===== src/rtl/demux_pkg.sv =====
// Shared constants and types for the four-channel stream demultiplexer.
package demux_pkg;

  localparam int unsigned NUM_CH   = 4;
  localparam int unsigned CH_IDX_W = 2;

  typedef enum logic {
    SLOT_EMPTY,
    SLOT_FULL
  } slot_state_e;

endpackage


===== src/rtl/demux_ch_slot.sv =====
// One-entry output slot for a single demux channel: load, drain and registered data/valid.
module demux_ch_slot
  import demux_pkg::*;
#(
  parameter int unsigned DataW = 8
) (
  input  logic             clk_i,
  input  logic             rst_i,
  input  logic             load_i,
  input  logic [DataW-1:0] data_i,
  input  logic             ready_i,
  output logic             valid_o,
  output logic [DataW-1:0] data_o,
  output logic             can_accept_o
);

  slot_state_e      state_q, state_d;
  logic [DataW-1:0] data_q, data_d;

  always_comb begin
    state_d = state_q;
    data_d  = data_q;
    if (load_i) begin
      // A load in the same cycle as a drain replaces the entry without a bubble.
      state_d = SLOT_FULL;
      data_d  = data_i;
    end else if ((state_q == SLOT_FULL) && ready_i) begin
      state_d = SLOT_EMPTY;
    end
  end

  always_ff @(posedge clk_i) begin
    if (rst_i) begin
      state_q <= SLOT_EMPTY;
      data_q  <= '0;
    end else begin
      state_q <= state_d;
      data_q  <= data_d;
    end
  end

  assign valid_o      = (state_q == SLOT_FULL);
  assign data_o       = data_q;
  assign can_accept_o = (state_q == SLOT_EMPTY) || ready_i;

endmodule


===== src/rtl/stream_demux4.sv =====
// Four-way stream demultiplexer with one-entry registered slot per channel.
// Optional DEMUX_RR_EN: ignore sel and distribute beats round-robin.
module stream_demux4
  import demux_pkg::*;
#(
  parameter int unsigned DATA_W = 8
) (
  input  logic              clk,
  input  logic              rst,
  input  logic [DATA_W-1:0] d,
  input  logic [1:0]        sel,
  input  logic              d_valid,
  output logic              d_ready,
  output logic [DATA_W-1:0] y0,
  output logic [DATA_W-1:0] y1,
  output logic [DATA_W-1:0] y2,
  output logic [DATA_W-1:0] y3,
  output logic [3:0]        y_valid,
  input  logic [3:0]        y_ready,
  output logic [15:0]       accept_cnt
);

  logic [CH_IDX_W-1:0] target;
  logic [NUM_CH-1:0]   can_accept;
  logic [NUM_CH-1:0]   load;
  logic [NUM_CH-1:0]   valid;
  logic [DATA_W-1:0]   ydata [NUM_CH];
  logic                xfer;
  logic [15:0]         cnt_q;

`ifdef DEMUX_RR_EN
  logic [CH_IDX_W-1:0] ptr_q;
  logic                unused_sel;

  // Pointer holds on a stalled target; channels are never skipped.
  always_ff @(posedge clk) begin
    if (rst) begin
      ptr_q <= '0;
    end else if (xfer) begin
      ptr_q <= ptr_q + 1'b1;
    end
  end

  assign target     = ptr_q;
  assign unused_sel = ^sel;
`else
  assign target = sel;
`endif

  assign d_ready = can_accept[target];
  assign xfer    = d_valid && d_ready;

  always_comb begin
    load         = '0;
    load[target] = xfer;
  end

  for (genvar i = 0; i < NUM_CH; i++) begin : g_slot
    demux_ch_slot #(
      .DataW (DATA_W)
    ) u_slot (
      .clk_i        (clk),
      .rst_i        (rst),
      .load_i       (load[i]),
      .data_i       (d),
      .ready_i      (y_ready[i]),
      .valid_o      (valid[i]),
      .data_o       (ydata[i]),
      .can_accept_o (can_accept[i])
    );
  end

  always_ff @(posedge clk) begin
    if (rst) begin
      cnt_q <= '0;
    end else if (xfer) begin
      cnt_q <= cnt_q + 16'd1;
    end
  end

  assign y0         = ydata[0];
  assign y1         = ydata[1];
  assign y2         = ydata[2];
  assign y3         = ydata[3];
  assign y_valid    = valid;
  assign accept_cnt = cnt_q;

endmodule


===== config.mk =====
export PLATFORM = sky130hd
export DESIGN_NAME = stream_demux4
export DESIGN_NICKNAME = d
export VERILOG_FILES = /design/src/rtl/demux_pkg.sv /design/src/rtl/demux_ch_slot.sv /design/src/rtl/stream_demux4.sv
export SDC_FILE = /design/constraint.sdc
export NUM_CORES = 1
export LEC_CHECK = 0
export ABC_AREA = 1
export CELL_PAD_IN_SITES_DETAIL_PLACEMENT = 1
export CELL_PAD_IN_SITES_GLOBAL_PLACEMENT = 2
export CORE_ASPECT_RATIO = 0.5
export CORE_UTILIZATION = 28
export CTS_CLUSTER_DIAMETER = 120
export DETAILED_ROUTE_END_ITERATION = 10
export MAX_ROUTING_LAYER = met4
export PLACE_DENSITY_LB_ADDON = 0.1
export SETUP_SLACK_MARGIN = 0.5
export SYNTH_ARGS = -nofsm -noshare
export SYNTH_HDL_FRONTEND = slang
export SYNTH_SLANG_ARGS = --single-unit

===== constraint.sdc =====
create_clock -name clk -period 3.7 [get_ports clk]
set_input_delay 0.37 -clock clk [delete_from_list [all_inputs] [get_ports clk]]
set_output_delay 0.37 -clock clk [all_outputs]
set_load 0.03 [all_outputs]

==> run_summary.xml, run 1 <==
<?xml version="1.0" encoding="UTF-8"?>
<metrics>
  <group name="route">
    <metric name="avgViaCountPerCell" unit="">4.60</metric>
    <metric name="wl" unit="mm">8.17</metric>
    <metric name="firstDrtPassIters" unit="">4</metric>
    <metric name="drt_iter0_markers" unit="">81</metric>
    <metric name="ant_nets" unit="">0</metric>
    <metric name="drc_errors" unit="">0</metric>
    <metric name="via_count" unit="">2616</metric>
    <metric name="average_wire_length_per_cell_after_detail_routing" unit="um">14.4</metric>
  </group>
  <group name="sta">
    <metric name="rsz0062_at_grt" unit="">no</metric>
    <metric name="hold-worst-slack" unit="ns">0.469</metric>
    <metric name="timing.final.setup_violations" unit="">0</metric>
    <metric name="post-route-period-util" unit="">0.697</metric>
    <metric name="skew" unit="ns">0.00679</metric>
    <metric name="slew_viol_final" unit="">0</metric>
    <metric name="setup-tns-final" unit="ns">0</metric>
    <metric name="worst_slew_pin_slew" unit="ns">0.743</metric>
    <metric name="post-route-worst-setup-slack" unit="ns">1.12</metric>
    <metric name="max_clock_freq" unit="MHz">388</metric>
    <metric name="hold_viol" unit="">0</metric>
    <metric name="max_slew_margin" unit="">0.503</metric>
    <metric name="fin_crit" unit="ns">2.58</metric>
  </group>
  <group name="setup_path">
    <metric name="worst-setup-path-type" unit="">in2out</metric>
    <metric name="crit_arrival" unit="ns">2.21</metric>
    <metric name="cp_max_fo" unit="">6</metric>
    <metric name="timing.critical_path.slowest_stage_cell" unit="">sky130_fd_sc_hd__clkdlybuf4s50_1</metric>
    <metric name="rr_endpoint" unit="">accept_cnt[8]$_SDFFE_PP0P_</metric>
    <metric name="minimum_setup_slack_among_reg_to_reg_paths" unit="ns">1.96</metric>
    <metric name="worst_path_largest_cell_delay" unit="ns">0.69</metric>
    <metric name="critical_path.n_buffers_inverters" unit="">3</metric>
    <metric name="crit_family" unit="">buffers and inverters</metric>
    <metric name="cpMostUsedCell" unit="">sky130_fd_sc_hd__clkdlybuf4s50_1</metric>
    <metric name="worst_endpoint_required_time" unit="ns">3.33</metric>
    <metric name="crit_path_end_kind" unit="">output port</metric>
    <metric name="timing.critical_path.from_type" unit="">input pin</metric>
    <metric name="worstRegToRegCells" unit="">7</metric>
    <metric name="critical_path.cell_chain" unit="">clkdlybuf4s50_1 -&gt; inv_2 -&gt; nor2_1 -&gt; nand2_1 -&gt; nand2_2 -&gt; nor2_4 -&gt; clkdlybuf4s50_1</metric>
    <metric name="regToRegStartpoint" unit="">accept_cnt[0]$_SDFFE_PP0P_</metric>
  </group>
  <group name="place">
    <metric name="port_buffers" unit="">69</metric>
    <metric name="placement.setup.worst_slack" unit="ns">1.13</metric>
    <metric name="dpl_cell_area" unit="um2">3410</metric>
    <metric name="gp_congestion" unit="">0.875</metric>
    <metric name="post-dp-hpwl" unit="mm">6.11</metric>
  </group>
  <group name="layout">
    <metric name="nNetsFinal" unit="">470</metric>
    <metric name="final_design_area_no_fill" unit="um2">3540</metric>
    <metric name="num-fill-cells" unit="">1121</metric>
    <metric name="fraction_of_final_layout_cells_sized_beyond_drive_strength_1" unit="">0.0752</metric>
    <metric name="diodes" unit="">0</metric>
    <metric name="area_delta_synth_final" unit="%">32.6</metric>
    <metric name="layout.cells.most_common" unit="">sky130_fd_sc_hd__nand2_1</metric>
    <metric name="mostFrequentLayoutCells" unit="">132 x sky130_fd_sc_hd__nand2_1, 69 x sky130_fd_sc_hd__clkdlybuf4s50_1, 57 x sky130_fd_sc_hd__inv_1, 52 x sky130_fd_sc_hd__dfxtp_1, 34 x sky130_fd_sc_hd__a21oi_1</metric>
  </group>
  <group name="floorplan">
    <metric name="die_x" unit="um">140</metric>
    <metric name="core_area" unit="um2">8980</metric>
    <metric name="die_area" unit="um2">9960</metric>
    <metric name="floorplan.rows" unit="">24</metric>
    <metric name="start_util" unit="">0.298</metric>
    <metric name="io-pin-count" unit="">70</metric>
    <metric name="die_y" unit="um">71.1</metric>
  </group>
  <group name="logic_synthesis">
    <metric name="ys.warnings.count" unit="">0</metric>
    <metric name="post_synth_num_cell_types" unit="">30</metric>
    <metric name="post_synth.cell_area_avg" unit="um2">6.87</metric>
    <metric name="ys_ff_latch" unit="">52</metric>
    <metric name="synth.yosys.seq_area_share" unit="">0.390</metric>
    <metric name="syn-num-nets" unit="">407</metric>
    <metric name="synth.cell_area" unit="um2">2670</metric>
    <metric name="synthCells" unit="">389</metric>
  </group>
  <group name="pwr">
    <metric name="cell_internal_pwr" unit="W">0.000900</metric>
    <metric name="p_leak" unit="nW">1.38</metric>
    <metric name="max-vdd-ir-drop" unit="mV">0.179</metric>
    <metric name="sw_frac_of_total" unit="">0.282</metric>
    <metric name="p_clk_frac" unit="">0.370</metric>
    <metric name="sequentialPowerShare" unit="">0.471</metric>
    <metric name="powerDensity" unit="nW/um2">354</metric>
    <metric name="p_switching" unit="W">0.000354</metric>
    <metric name="combinationalPowerShare" unit="">0.158</metric>
    <metric name="post-layout-total-power" unit="W">0.00125</metric>
  </group>
  <group name="clock_network">
    <metric name="cts_setup_buffers" unit="">0</metric>
    <metric name="hold_buffers" unit="">0</metric>
    <metric name="cts.reportedPaths.clkPinSlew" unit="ns">0.06</metric>
    <metric name="clock_tree_from_tritoncts" unit="">done</metric>
    <metric name="clock_h_tree_levels" unit="">2</metric>
    <metric name="cts_num_sinks" unit="">52</metric>
    <metric name="cts_max_path_buffers" unit="">2</metric>
    <metric name="clock_latency" unit="ns">0.30</metric>
    <metric name="cts_buffers" unit="">5</metric>
    <metric name="clock-root-buffer" unit="">sky130_fd_sc_hd__clkbuf_16</metric>
    <metric name="post_cts_resize_count" unit="">0</metric>
  </group>
  <group name="global_route">
    <metric name="global_route.overflow_total" unit="">0</metric>
    <metric name="pin_count_of_the_biggest_net_entering_global_routing" unit="">36</metric>
    <metric name="grt_use_total" unit="">0.180</metric>
    <metric name="grt_first_pass_wirelength" unit="mm">13.7</metric>
    <metric name="grt_antenna_before_repair" unit="">0</metric>
    <metric name="vias_in_the_first_global_route" unit="">2688</metric>
  </group>
  <group name="run_status">
    <metric name="run_status" unit="">finished, final reports clean</metric>
  </group>
  <group name="min_path">
    <metric name="number_of_cells_traversed_by_the_worst_hold_path" unit="">2</metric>
    <metric name="hold_path.class" unit="">reg2reg</metric>
    <metric name="hold_path_startpoint" unit="">g_slot[0].u_slot.data_o[4]$_SDFFE_PP0P_</metric>
    <metric name="min_delay_worst_endpoint" unit="">g_slot[0].u_slot.data_o[4]$_SDFFE_PP0P_</metric>
  </group>
  <group name="run">
    <metric name="drv.max_cap_violation_count" unit="">0</metric>
  </group>
</metrics>
routing by layer:
layer	up-vias	GRT usage	share of wire	routed length, um
met4	0	0.0354	0.0066	54
met5	-	-	0	0
met3	8	0.0379	0.030	249
met2	39	0.308	0.48	3950
li1	1328	-	-	-
met1	1241	0.221	0.48	3910
logic make-up after synthesis:
logic type               synth area share
flip-flops                          0.390
XOR/XNOR                           0.0230
adder cells (fa/ha/maj)           0.00468
buffers and inverters               0.136
AND/OR/NAND/NOR                     0.376
AO/OA/AOI/OAI                      0.0712
registers in the layout (all words and copies together), names as in the netlist:
register               cells
g_slot.u_slot.data_o      32
accept_cnt                16
g_slot.u_slot.valid_o      4
power groups by stage:
stage	Combinational, W	Clock (W)	Sequential [W]
2_1_floorplan	0.0000916	0	0.000635
3_3_place_gp	0.000196	0	0.000603
6_report	0.000199	0.000464	0.000591
4_1_cts	0.000201	0.000485	0.000591
3_5_place_dp	0.000200	0	0.000604
5_1_grt	0.000217	0.000507	0.000594
tightest hold or removal path: stages, from the launching register on:
cell	delay, ns
sky130_fd_sc_hd__dfxtp_1	0.31
sky130_fd_sc_hd__nand2_1	0.06
sky130_fd_sc_hd__a21oi_1	0.06
cells in the mapped netlist, drive strengths merged:
master	n	area (um2)
o21ai	1	5.00
nor2	38	189
clkinv	3	11.3
ha	1	12.5
a21oi	34	170
o21a	2	15.0
buf	12	109
xnor2	2	17.5
clkbuf	4	15.0
nand2	136	531
nor3	1	16.3
nand3	14	105
dfxtp	52	1040
inv	60	228
xor2	5	43.8
nand4	24	163
metrics by stage:
| stage | cells | util |
|---|---|---|
| after floorplan | 389 | - |
| after global placement | 562 | 0.379 |
| after detailed placement | 562 | 0.379 |
| after CTS | 569 | 0.394 |
| after global routing | 569 | 0.394 |
| final | 569 | 0.394 |
how the worst max path moves through the flow:
stage          cells after the start  slack, ns                       start                          to
3_3_place_gp                       7       1.16                      sel[0]                     d_ready
3_5_place_dp                       7       1.13                      sel[0]                     d_ready
6_report                           7       1.12                      sel[0]                     d_ready
4_1_cts                            7       1.12                      sel[0]                     d_ready
5_1_grt                            7       1.02                      sel[0]                     d_ready
2_1_floorplan                      7       2.09  accept_cnt[0]$_SDFFE_PP0P_  accept_cnt[8]$_SDFFE_PP0P_
cell type report:
type,instances,area [um2],share of cell area
multi-input cells,258,1270,0.358
flip-flops and latches,52,1040,0.294
clock inverters,1,5.00,0.00141
clock buffers,6,129,0.0364
repair buffers,72,713,0.201
inverters,63,239,0.0675
well taps,117,146,0.0413
No activity file was read; power rests on OpenSTA's default activity.
==> run 2: changes to the inputs <==
Settings changed: CORE_UTILIZATION 28 to 26.
Clock period 3.7 ns to 2.4 ns, I/O delays scaled along.
==> run_summary.xml, run 2 (synthesis gave the netlist of run 1 again) <==
<?xml version="1.0" encoding="UTF-8"?>
<metrics>
  <group name="sta">
    <metric name="timing.final.setup_violations" unit="">0</metric>
    <metric name="post-route-period-util" unit="">0.741</metric>
    <metric name="setup-tns-final" unit="ns">0</metric>
    <metric name="rsz0062_at_grt" unit="">no</metric>
    <metric name="worst_slew_pin_slew" unit="ns">0.511</metric>
    <metric name="skew" unit="ns">0.00823</metric>
    <metric name="post-route-worst-setup-slack" unit="ns">0.622</metric>
    <metric name="max_slew_margin" unit="">0.657</metric>
    <metric name="hold-worst-slack" unit="ns">0.466</metric>
    <metric name="slew_viol_final" unit="">0</metric>
    <metric name="max_clock_freq" unit="MHz">563</metric>
    <metric name="fin_crit" unit="ns">1.78</metric>
    <metric name="hold_viol" unit="">0</metric>
  </group>
  <group name="route">
    <metric name="via_count" unit="">2577</metric>
    <metric name="drt_iter0_markers" unit="">61</metric>
    <metric name="drc_errors" unit="">0</metric>
    <metric name="avgViaCountPerCell" unit="">4.35</metric>
    <metric name="ant_nets" unit="">0</metric>
    <metric name="wl" unit="mm">7.69</metric>
    <metric name="average_wire_length_per_cell_after_detail_routing" unit="um">13.0</metric>
    <metric name="firstDrtPassIters" unit="">4</metric>
  </group>
  <group name="global_route">
    <metric name="grt_first_pass_wirelength" unit="mm">12.8</metric>
    <metric name="global_route.overflow_total" unit="">0</metric>
    <metric name="grt_antenna_before_repair" unit="">0</metric>
    <metric name="vias_in_the_first_global_route" unit="">2634</metric>
    <metric name="pin_count_of_the_biggest_net_entering_global_routing" unit="">35</metric>
    <metric name="grt_use_total" unit="">0.158</metric>
  </group>
  <group name="layout">
    <metric name="layout.cells.most_common" unit="">sky130_fd_sc_hd__nand2_1</metric>
    <metric name="finish.cell_count_without_fillers" unit="">592</metric>
    <metric name="diodes" unit="">0</metric>
    <metric name="largest_reg_flops" unit="">32</metric>
    <metric name="num-fill-cells" unit="">1244</metric>
    <metric name="mostFrequentLayoutCells" unit="">132 x sky130_fd_sc_hd__nand2_1, 67 x sky130_fd_sc_hd__clkdlybuf4s50_1, 57 x sky130_fd_sc_hd__inv_1, 52 x sky130_fd_sc_hd__dfxtp_1, 34 x sky130_fd_sc_hd__a21oi_1</metric>
    <metric name="area_delta_synth_final" unit="%">35.5</metric>
    <metric name="nNetsFinal" unit="">474</metric>
    <metric name="fraction_of_final_layout_cells_sized_beyond_drive_strength_1" unit="">0.0919</metric>
  </group>
  <group name="floorplan">
    <metric name="core_area" unit="um2">9700</metric>
    <metric name="die_area" unit="um2">10700</metric>
    <metric name="die_x" unit="um">145</metric>
    <metric name="io-pin-count" unit="">70</metric>
    <metric name="die_y" unit="um">73.7</metric>
    <metric name="floorplan.rows" unit="">25</metric>
    <metric name="start_util" unit="">0.275</metric>
  </group>
  <group name="place">
    <metric name="gp_congestion" unit="">0.736</metric>
    <metric name="placement.setup.worst_slack" unit="ns">0.168</metric>
    <metric name="placedCellCount" unit="">583</metric>
    <metric name="post-dp-hpwl" unit="mm">5.90</metric>
    <metric name="port_buffers" unit="">69</metric>
  </group>
  <group name="run_status">
    <metric name="run_status" unit="">finished, final reports clean</metric>
  </group>
  <group name="setup_path">
    <metric name="worst_endpoint_required_time" unit="ns">2.16</metric>
    <metric name="crit_path_end_kind" unit="">output port</metric>
    <metric name="critical_path.cell_chain" unit="">clkdlybuf4s50_1 -&gt; inv_2 -&gt; nor2_8 -&gt; nand3_2 -&gt; nand2_4 -&gt; nor2_4 -&gt; buf_4</metric>
    <metric name="worst_path_largest_cell_delay" unit="ns">0.56</metric>
    <metric name="timing.critical_path.slowest_stage_cell" unit="">sky130_fd_sc_hd__clkdlybuf4s50_1</metric>
    <metric name="worst-setup-path-type" unit="">in2out</metric>
    <metric name="timing.critical_path.from_type" unit="">input pin</metric>
    <metric name="crit_arrival" unit="ns">1.54</metric>
    <metric name="cp_max_fo" unit="">10</metric>
  </group>
  <group name="clock_network">
    <metric name="cts.reportedPaths.clkPinSlew" unit="ns">0.07</metric>
    <metric name="cts_buffers" unit="">5</metric>
    <metric name="cts_max_path_buffers" unit="">2</metric>
    <metric name="cts_num_sinks" unit="">52</metric>
    <metric name="clock_latency" unit="ns">0.29</metric>
    <metric name="clock_h_tree_levels" unit="">2</metric>
    <metric name="clock-root-buffer" unit="">sky130_fd_sc_hd__clkbuf_16</metric>
    <metric name="clock_tree_from_tritoncts" unit="">done</metric>
  </group>
  <group name="run">
    <metric name="drv.max_cap_violation_count" unit="">0</metric>
  </group>
  <group name="pwr">
    <metric name="post-layout-total-power" unit="W">0.00195</metric>
    <metric name="p_leak" unit="nW">1.42</metric>
    <metric name="max-vdd-ir-drop" unit="mV">0.276</metric>
    <metric name="powerDensity" unit="nW/um2">538</metric>
  </group>
  <group name="min_path">
    <metric name="hold_path.class" unit="">reg2reg</metric>
  </group>
</metrics>
-- run 2: area by class of cell --
| cell class | instances | area (um2) | share of cell area |
|---|---|---|---|
| clock inverter | 2 | 10.0 | 0.00277 |
| sequential | 52 | 1040 | 0.288 |
| tap | 135 | 169 | 0.0467 |
| clock buffer | 6 | 139 | 0.0384 |
| multi-input combinational | 258 | 1270 | 0.351 |
| inverter | 63 | 239 | 0.0660 |
| timing repair buffer | 76 | 752 | 0.208 |
-- run 2: timing repair --
action                     4_1_cts  5_1_grt
setup buffers                    1        0
resized for setup                1        1
pin swaps                        1        0
setup endpoints to repair       30        1
cloned                           0        0
hold buffers                     0        0
-- run 2: layer usage --
layer / vias to the layer above / wire length, um / track usage
met2: 31 / 3680 / 0.282
met3: 7 / 241 / 0.0354
met5: - / 0 / -
met1: 1205 / 3710 / 0.184
li1: 1334 / - / -
met4: 0 / 54 / 0.0351
-- run 2: worst max-delay path: cells and delay by family --
| kind | cells | cell delay [ns] |
|---|---|---|
| buffers and inverters | 3 | 0.84 |
| AND/OR/NAND/NOR | 4 | 0.45 |
-- run 2: through the flow --
| step | cell area, um2 | util |
|---|---|---|
| 2_1_floorplan | 2670 | - |
| 3_3_place_gp | 3450 | 0.356 |
| 3_5_place_dp | 3450 | 0.356 |
| 4_1_cts | 3620 | 0.373 |
| 5_1_grt | 3620 | 0.373 |
| 6_report | 3620 | 0.373 |
-- run 2: final timing paths --
| path | cells past startpoint | slack (ns) | from | end |
|---|---|---|---|---|
| setup reg to reg | 8 | 0.80 | accept_cnt[0]$_SDFFE_PP0P_ | accept_cnt[14]$_SDFFE_PP0P_ |
| setup / recovery | 7 | 0.62 | sel[1] | d_ready |
| hold reg to reg | 2 | 0.47 | g_slot[1].u_slot.data_o[6]$_SDFFE_PP0P_ | g_slot[1].u_slot.data_o[6]$_SDFFE_PP0P_ |
| hold / removal | 2 | 0.47 | g_slot[1].u_slot.data_o[6]$_SDFFE_PP0P_ | g_slot[1].u_slot.data_o[6]$_SDFFE_PP0P_ |
-- run 2: power breakdown --
group	leakage (nW)	total, W	internal [W]	switching [W]
registers	0.423	0.000910	0.000891	0.0000190
clock network	0.0766	0.000729	0.000412	0.000317
logic	0.920	0.000309	0.000119	0.000190
==> run 3: changes to the inputs <==
Clock period 2.4 ns to 1.8 ns, I/O delays scaled along.
==> run_summary.xml, run 3 (synthesis gave the netlist of run 1 again) <==
<?xml version="1.0" encoding="UTF-8"?>
<metrics>
  <group name="clock_network">
    <metric name="clock_h_tree_levels" unit="">2</metric>
    <metric name="hold_buffers" unit="">0</metric>
    <metric name="cts_max_path_buffers" unit="">2</metric>
    <metric name="clock-root-buffer" unit="">sky130_fd_sc_hd__clkbuf_16</metric>
    <metric name="clock_latency" unit="ns">0.29</metric>
    <metric name="cts_num_sinks" unit="">52</metric>
    <metric name="cts.reportedPaths.clkPinSlew" unit="ns">0.07</metric>
    <metric name="clock_tree_from_tritoncts" unit="">done</metric>
    <metric name="cts_buffers" unit="">5</metric>
  </group>
  <group name="layout">
    <metric name="num-fill-cells" unit="">1196</metric>
    <metric name="finish.cell_count_without_fillers" unit="">626</metric>
    <metric name="nNetsFinal" unit="">508</metric>
    <metric name="largest_reg_flops" unit="">32</metric>
    <metric name="area_delta_synth_final" unit="%">60.6</metric>
    <metric name="fraction_of_final_layout_cells_sized_beyond_drive_strength_1" unit="">0.354</metric>
    <metric name="diodes" unit="">0</metric>
    <metric name="final_design_area_no_fill" unit="um2">4290</metric>
    <metric name="mostFrequentLayoutCells" unit="">102 x sky130_fd_sc_hd__nand2_1, 45 x sky130_fd_sc_hd__inv_1, 41 x sky130_fd_sc_hd__dlygate4sd2_1, 35 x sky130_fd_sc_hd__dfxtp_1, 22 x sky130_fd_sc_hd__nand4_1</metric>
    <metric name="multiInputGateArea" unit="um2">1620</metric>
    <metric name="regArea" unit="um2">1080</metric>
    <metric name="layout.cells.most_common" unit="">sky130_fd_sc_hd__nand2_1</metric>
  </group>
  <group name="setup_path">
    <metric name="worst_setup_ep" unit="">d_ready</metric>
    <metric name="timing.critical_path.from_type" unit="">flip-flop</metric>
    <metric name="worst-setup-path-type" unit="">reg2out</metric>
    <metric name="worstRegToRegCells" unit="">8</metric>
    <metric name="cp_max_fo" unit="">5</metric>
    <metric name="worst_endpoint_required_time" unit="ns">1.62</metric>
    <metric name="regToRegStartpoint" unit="">g_slot[2].u_slot.valid_o$_SDFFE_PP0P_</metric>
    <metric name="worst_path_largest_cell_delay" unit="ns">0.33</metric>
    <metric name="cpMostUsedCell" unit="">sky130_fd_sc_hd__nor2_4</metric>
    <metric name="critical_path.cell_chain" unit="">inv_2 -&gt; nor2_4 -&gt; nand2_1 -&gt; nand2_2 -&gt; nor2_4 -&gt; buf_12 -&gt; buf_8</metric>
    <metric name="rr_endpoint" unit="">accept_cnt[3]$_SDFFE_PP0P_</metric>
    <metric name="timing.critical_path.slowest_stage_cell" unit="">sky130_fd_sc_hd__dfxtp_2</metric>
    <metric name="crit_path_end_kind" unit="">output port</metric>
    <metric name="timing.critical_path.from" unit="">g_slot[0].u_slot.valid_o$_SDFFE_PP0P_</metric>
    <metric name="crit_arrival" unit="ns">1.26</metric>
    <metric name="minimum_setup_slack_among_reg_to_reg_paths" unit="ns">0.38</metric>
  </group>
  <group name="pwr">
    <metric name="combinationalPowerShare" unit="">0.198</metric>
    <metric name="powerDensity" unit="nW/um2">629</metric>
    <metric name="sequentialPowerShare" unit="">0.447</metric>
    <metric name="p_leak" unit="nW">1.95</metric>
    <metric name="p_clk_frac" unit="">0.355</metric>
    <metric name="p_switching" unit="W">0.000792</metric>
    <metric name="post-layout-total-power" unit="W">0.00270</metric>
    <metric name="cell_internal_pwr" unit="W">0.00190</metric>
    <metric name="sw_frac_of_total" unit="">0.294</metric>
    <metric name="max-vdd-ir-drop" unit="mV">0.614</metric>
  </group>
  <group name="sta">
    <metric name="max_slew_margin" unit="">0.738</metric>
    <metric name="rsz0062_at_grt" unit="">yes</metric>
    <metric name="slew_viol_final" unit="">0</metric>
    <metric name="post-route-period-util" unit="">0.802</metric>
    <metric name="post-route-worst-setup-slack" unit="ns">0.356</metric>
    <metric name="fin_crit" unit="ns">1.44</metric>
    <metric name="timing.final.setup_violations" unit="">0</metric>
    <metric name="skew" unit="ns">0.00630</metric>
    <metric name="hold_viol" unit="">0</metric>
    <metric name="max_clock_freq" unit="MHz">692</metric>
    <metric name="setup-tns-final" unit="ns">0</metric>
    <metric name="worst_slew_pin_slew" unit="ns">0.393</metric>
  </group>
  <group name="place">
    <metric name="placedCellCount" unit="">590</metric>
    <metric name="placement.setup.worst_slack" unit="ns">-0.0715</metric>
    <metric name="dpl_cell_area" unit="um2">3560</metric>
    <metric name="post-dp-hpwl" unit="mm">6.05</metric>
    <metric name="gp_congestion" unit="">0.776</metric>
    <metric name="port_buffers" unit="">69</metric>
  </group>
  <group name="run_status">
    <metric name="run_status" unit="">finished, final reports clean</metric>
  </group>
  <group name="floorplan">
    <metric name="die_y" unit="um">73.7</metric>
    <metric name="die_area" unit="um2">10700</metric>
    <metric name="core_area" unit="um2">9700</metric>
    <metric name="start_util" unit="">0.275</metric>
    <metric name="die_x" unit="um">145</metric>
    <metric name="io-pin-count" unit="">70</metric>
    <metric name="floorplan.rows" unit="">25</metric>
  </group>
  <group name="run">
    <metric name="drv.max_cap_violation_count" unit="">0</metric>
  </group>
  <group name="route">
    <metric name="avgViaCountPerCell" unit="">4.52</metric>
    <metric name="average_wire_length_per_cell_after_detail_routing" unit="um">14.8</metric>
    <metric name="drc_errors" unit="">0</metric>
    <metric name="via_count" unit="">2831</metric>
    <metric name="drt_iter0_markers" unit="">82</metric>
    <metric name="firstDrtPassIters" unit="">4</metric>
    <metric name="wl" unit="mm">9.24</metric>
    <metric name="ant_nets" unit="">0</metric>
  </group>
  <group name="global_route">
    <metric name="global_route.overflow_total" unit="">0</metric>
    <metric name="grt_first_pass_wirelength" unit="mm">14.4</metric>
    <metric name="grt_antenna_before_repair" unit="">0</metric>
    <metric name="grt_use_total" unit="">0.179</metric>
    <metric name="pin_count_of_the_biggest_net_entering_global_routing" unit="">23</metric>
    <metric name="vias_in_the_first_global_route" unit="">2874</metric>
  </group>
  <group name="min_path">
    <metric name="hold_path.class" unit="">in2reg</metric>
  </group>
</metrics>
[run 3: changes by cell type in the layout (fill, tap and decap cells not counted), sizes merged]
cell	previous run	this run
clkdlybuf4s50	67	9
dlygate4sd2	1	41
buf	8	37
clkbuf	6	16
clkdlybuf4s15	0	9
clkinv	5	2
inv	60	62
nand3	14	16
clkinvlp	0	1
dlymetal6s2s	0	1
nand2	136	137
[run 3: layout make-up]
cell class,count,area share
clock inverter,1,0.00117
clock buffer,7,0.0309
timing repair buffer,106,0.238
multi-input combinational,261,0.379
tap,135,0.0394
sequential,52,0.252
timing repair inverter,1,0.00175
inverter,63,0.0581
[run 3: repair_timing]
action                                  CTS  global route
setup buffers                            13             9
pin swaps                                31            44
gates cloned                              5             1
gates resized for setup                 115           102
endpoints found under the setup margin  105            53
[run 3: per-layer routing]
layer,part of all wire,global-route usage,up-vias,wire length [um]
met5,0,-,-,0
met4,0.0092,0.0304,0,85
met3,0.032,0.0354,9,296
met2,0.51,0.327,46,4710
met1,0.45,0.210,1361,4140
li1,-,-,1415,-
[run 3: power by group through the flow]
stage	combinational, W	clock, W	sequential (W)
after floorplan	0.000191	0	0.00131
after global placement	0.000427	0	0.00124
after detailed placement	0.000435	0	0.00124
after CTS	0.000479	0.000986	0.00121
after global routing	0.000576	0.00105	0.00121
final	0.000534	0.000956	0.00121
[run 3: worst min-delay path by stage]
stage                                       startpoint                                 endpoint  depth (start not counted)
2_1_floorplan                                     d[0]  g_slot[0].u_slot.data_o[0]$_SDFFE_PP0P_                          2
3_3_place_gp   g_slot[1].u_slot.data_o[1]$_SDFFE_PP0P_  g_slot[1].u_slot.data_o[1]$_SDFFE_PP0P_                          2
3_5_place_dp   g_slot[1].u_slot.data_o[1]$_SDFFE_PP0P_  g_slot[1].u_slot.data_o[1]$_SDFFE_PP0P_                          2
4_1_cts                                     y_ready[3]    g_slot[3].u_slot.valid_o$_SDFFE_PP0P_                          4
5_1_grt                                     y_ready[2]    g_slot[2].u_slot.valid_o$_SDFFE_PP0P_                          4
6_report                                    y_ready[2]    g_slot[2].u_slot.valid_o$_SDFFE_PP0P_                          4
[run 3: metrics by stage]
step,hold WS [ns],utilization
5_1_grt,0.333,0.442
4_1_cts,0.284,0.410
3_3_place_gp,0.455,0.367
2_1_floorplan,0.325,-
6_report,0.309,0.442
3_5_place_dp,0.463,0.367
[run 3: critical path: cells and delay by family, from the launching register on]
family,cells,cell delay [ns]
and+or+nand+nor,4,0.32
buffers and inverters,3,0.32
DFF,1,0.33
==> edit 1 (config.mk and constraints of run 3) <==
Build with the macro `DEMUX_RR_EN` defined.
--- a/src/rtl/stream_demux4.sv
+++ b/src/rtl/stream_demux4.sv
@@ -2,2 +2,4 @@
 // Optional DEMUX_RR_EN: ignore sel and distribute beats round-robin.
+`define DEMUX_RR_EN
+
 module stream_demux4
Behaviour: not the same (a bounded check fails within 4 cycles, from zero or initial values and one cycle with rst high).
==> edit 1 against run 3 <==
Utilization decreased by 1.7 points; die area increased by 0.87%; sequential cell count increased by 2; power increased by 22%; design area decreased by 3.3%; worst setup slack got worse by 0.035 ns; wire length decreased by 3.1%; synthesized cell count increased by 2.3%; sequential share of layout area increased by 1.8 points; clock skew increased by 0.0018 ns; via count decreased by 3.4%; count of clock-buffer cells in the layout unchanged; register-to-register slack got worse by 0.06 ns; area after synthesis increased by 0.89%; critical path type unchanged; critical endpoint unchanged.
==> edit 1: results (changes against run 3) <==
** Logic synthesis
- Distinct cells, synth :: 25 (-17%)
- Synthesized-area fraction occupied by adder cells :: 0.0232 (+0.0185)
- Area fraction in compound gates after synthesis :: 0.0353 (-0.0359)
- Cell types occupying the most area after synthesis :: dfxtp_1, nand2_1, nor2_1
- Net count after synthesis :: 420 (+3.2%)
- The share of the yosys chip area belonging to registers came to 0.401 (+0.0114).

** Power and ir drop
- The peak supply drop came to 363 uV (-41%).
- The internal power contribution was 2.17 mW (+14%).
- Clock network power share :: 0.290 (-0.065)

** STA
- Final Cycle Share :: 0.822 (+0.0193)
- The worst hold slack came to 0.507 ns (+0.198 ns).
- The clock skew after layout was 0.00806 ns (+0.00176 ns).

** Run status
- The flow ran to the end, and the final reports show no timing, DRC or antenna violations.

** Min path
- Worst hold path endpoint :: accept_cnt[15]

** Setup path
- The worst register-to-register path begins at ptr_q[0].
- R2R depth :: 10 (+2)
- The biggest cell delay along the critical path was 0.41 ns (+0.08 ns).
- Critical path peak fanout :: 8 (+3)
- The slack of the worst reg-to-reg path was 0.32 ns (-0.06 ns).

** Place
- Detailed-placement wirelength estimate :: 5.50 mm (-9.1%)
- Routability Congestion :: 0.766 (-1.3%)
- Count of input and output buffers :: 67 (-2.9%)

** Drt
- The DRC violation total after the first TritonRoute iteration is 59 (-28%).
- The detailed-route wire length per cell came to 14.5 microns (-1.9%).

** Global route
- Overall routing resource usage :: 0.180 (+0.000755)
- The wire length of the first global-routing pass was 14.6 mm (+1.4%).
- Maximum number of pins on one net before global-route repair :: 39 (+70%)

** Layout
- The number of nets in the final layout was 505 (-0.59%).
- Core occupancy in the finished layout :: 0.425 (-0.0173)
- Ratio of cells with drive above 1 in the final layout :: 0.259 (-0.0956)
-- edit 1: layout make-up --
class                      count  share of cell area
multi-input combinational    283               0.402
tap                          135              0.0407
clock buffer                   7              0.0320
timing repair buffer          88               0.205
inverter                      51              0.0504
sequential                    54               0.270
-- edit 1: cell families (layout without fill, tap and decap cells) --
kind of cell,after synthesis,in the layout
simple gates,246,254
compound gates,19,19
fa+ha+maj,5,5
flops,54,54
xor+xnor,5,5
buf+inv,69,146
-- edit 1: worst max-delay path by stage --
stage                              from        endpoint  cells after the start
after floorplan           accept_cnt[1]  accept_cnt[12]                      8
after global placement       y_ready[1]        ptr_q[1]                      9
after detailed placement     y_ready[3]        ptr_q[0]                      9
after CTS                      ptr_q[0]         d_ready                      6
after global routing           ptr_q[0]   accept_cnt[3]                     10
final                          ptr_q[0]         d_ready                      6
-- edit 1: worst max-delay path: cells and delay by family (launching register included) --
kind / cells / cell delay (ns)
buffers and inverters: 3 / 0.33
DFF: 1 / 0.41
and+or+nand+nor: 3 / 0.26
-- edit 1: stage by stage --
stage                     setup TNS (ns)  cells
after floorplan                        0    398
after global placement                 0    588
after CTS                              0    611
after detailed placement          -0.186    588
after global routing                   0    618
final                                  0    618
-- edit 1: layer usage --
| layer | vias up | GRT usage | wire, microns |
|---|---|---|---|
| met5 | - | - | 0 |
| met4 | 0 | 0.0278 | 31 |
| met3 | 4 | 0.0460 | 336 |
| met2 | 39 | 0.308 | 4440 |
| met1 | 1302 | 0.220 | 4150 |
| li1 | 1390 | - | - |
-- edit 1: what timing repair did --
item,4_1_cts,5_1_grt
pin swaps,8,13
buffers inserted,8,7
cloned,8,0
endpoints found under the setup margin,107,66
gates resized for setup,104,63
hold buffers,0,0
==> edit 2 (config.mk and constraints of run 3) <==
Made on the original files. Take the reset off `data_q` and load it in a clocked block of its own.
--- a/src/rtl/demux_ch_slot.sv
+++ b/src/rtl/demux_ch_slot.sv
@@ -34,7 +34,9 @@
       state_q <= SLOT_EMPTY;
-      data_q  <= '0;
     end else begin
       state_q <= state_d;
-      data_q  <= data_d;
     end
+  end
+
+  always_ff @(posedge clk_i) begin
+    data_q <= data_d;
   end
Check against the original RTL: not equivalent (Yosys sat finds a counterexample within 4 cycles, from zero or initial values and one cycle with rst high).
==> edit 2 against run 3 <==
Power shrank 5.2%; sequential cell count is the same; worst setup slack gained 0.12 ns; combinational power shrank 47%; largest cell class is now sequential cells; critical path depth shrank 5; design area shrank 19%; area after synthesis shrank 18%; global-route usage shrank 3.1 points; sequential share of layout area grew 15 points; wire length shrank 32%.
==> edit 2: results (changes against run 3) <==
** Logic synthesis
- The share of the yosys chip area belonging to registers came to 0.623 (+0.234).
- Commonest cells in the synthesized netlist :: nand2_1, edfxtp_1, inv_1
- Net count after synthesis :: 243 (-40%)
- Distinct cells, synth :: 21 (-30%)
- Cell types occupying the most area after synthesis :: edfxtp_1, dfxtp_1, nand2_1
- Of all cell types, the one taking the most synthesized area is edfxtp_1.
- The number of synthesized flops with an enable pin was 32 (+32).
- The mean instance size in the synthesized netlist came to 9.70 sq um (+41%).

** Power and ir drop
- The peak supply drop was 364 uV (-41%).
- P_leak :: 1.33 nW (-31%)
- Net switching power of the design :: 0.640 mW (-19%)
- Seq group :: 1.30 mW (+7%)
- The combinational cell power came to 0.282 mW (-47%).
- Gate power share :: 0.110 (-0.088)

** Layout
- Ratio of cells with drive above 1 in the final layout :: 0.306 (-0.0485)
- The total of fill cells in the finished design came to 885 (-26%).
- Non-filler instance count after layout :: 416 (-34%)
- The number of nets in the final layout is 321 (-37%).

** Clock network
- Buffer type at the clock tree root :: clkbuf_16
- The number of buffers inserted by post-CTS setup repair came to 1 (-12).
- Post_cts resized :: 93 (-19%)
- Clock-pin slew on the worst setup and hold paths :: 0.07 ns (about the same)
- The deepest level of the CTS H-tree was 2 (unchanged).

** Min path
- HP Class :: in2reg
- The worst hold path begins at y_ready[1].
- Worst hold path endpoint :: g_slot[1].u_slot.valid_o

** Place
- Detailed-placement wirelength estimate :: 4.36 mm (-28%)
- Routability Congestion :: 0.752 (-3.0%)
- Pre-CTS setup slack :: -0.0227 ns (+0.0488 ns)
- Dpl cells :: 401 (-32%)
- Placed standard-cell area :: 3010 sq um (-15%)

** Global route
- The wire length of the first global-routing pass is 9.48 mm (-34%).
- Remaining Overflow, GRT :: 0 (unchanged)
- The overall fraction of global-route tracks in use was 0.148 (-0.0311).
- Maximum number of pins on one net before global-route repair :: 21 (-8.7%)
- Via count of the first global-routing pass :: 1773 (-38%)

** Setup path
- Source of the critical timing path :: g_slot[2].u_slot.valid_o
- The worst reg2reg path depth is 7 (-1).
- CP max stage delay :: 0.39 ns (+0.06 ns)
- Kind of cell adding the most delay to the critical path :: buffers and inverters
- The worst register-to-register path ends at g_slot[0].u_slot.data_o[7].
- Among all stages on the critical path, the largest delay is contributed by dlygate4sd2_1.
- Critical path peak fanout :: 2 (-3)
- Termination of the worst setup path :: y_valid[2]
- The arrival time of data at the critical path endpoint was 1.14 ns (-0.12 ns).
- Flop-to-flop setup slack :: 0.50 ns (+0.12 ns)

** Drt
- The number of vias per cell came to 4.30 (-4.9%).
- Routed Wire Length :: 6.28 mm (-32%)
- The DRC violation total after the first TritonRoute iteration was 78 (-4.9%).

** STA
- Worst-case hold slack :: 0.185 ns (-0.124 ns)
- The worst-margin pin slew came to 0.381 ns (-0.0121 ns).
- The final critical path time including I/O delays and setup is 1.32 ns (-0.121 ns).
- Worst clock skew on the final layout :: 0.00797 ns (+0.00167 ns)

** Run status
- Run status :: completed
## edit 2: kinds of logic (layout without fill, tap and decap cells)
kind of cell / count (synthesis) / after routing / synth area share
and+or+nand+nor: 111 / 111 / 0.216
DFF: 52 / 52 / 0.623
buffers and inverters: 32 / 111 / 0.0711
AOI/OAI and AO/OA: 22 / 22 / 0.0556
xor gates and xnor gates: 7 / 7 / 0.0281
adders and majority gates: 1 / 1 / 0.00573
## edit 2: routing by layer
layer / routed length [microns] / track usage / part of all wire
met1: 2990 / 0.180 / 0.48
met2: 2850 / 0.231 / 0.45
met3: 378 / 0.0502 / 0.060
met4: 60 / 0.0523 / 0.0096
met5: 0 / - / 0
## edit 2: area by class of cell
cell class	instances	area [sq um]	area share
repair buffers	80	759	0.219
clock inverters	3	21.3	0.00615
inverters	23	149	0.0430
clock buffers	5	125	0.0362
flip-flops and latches	52	1400	0.404
well taps	112	140	0.0405
multi-input cells	141	868	0.251
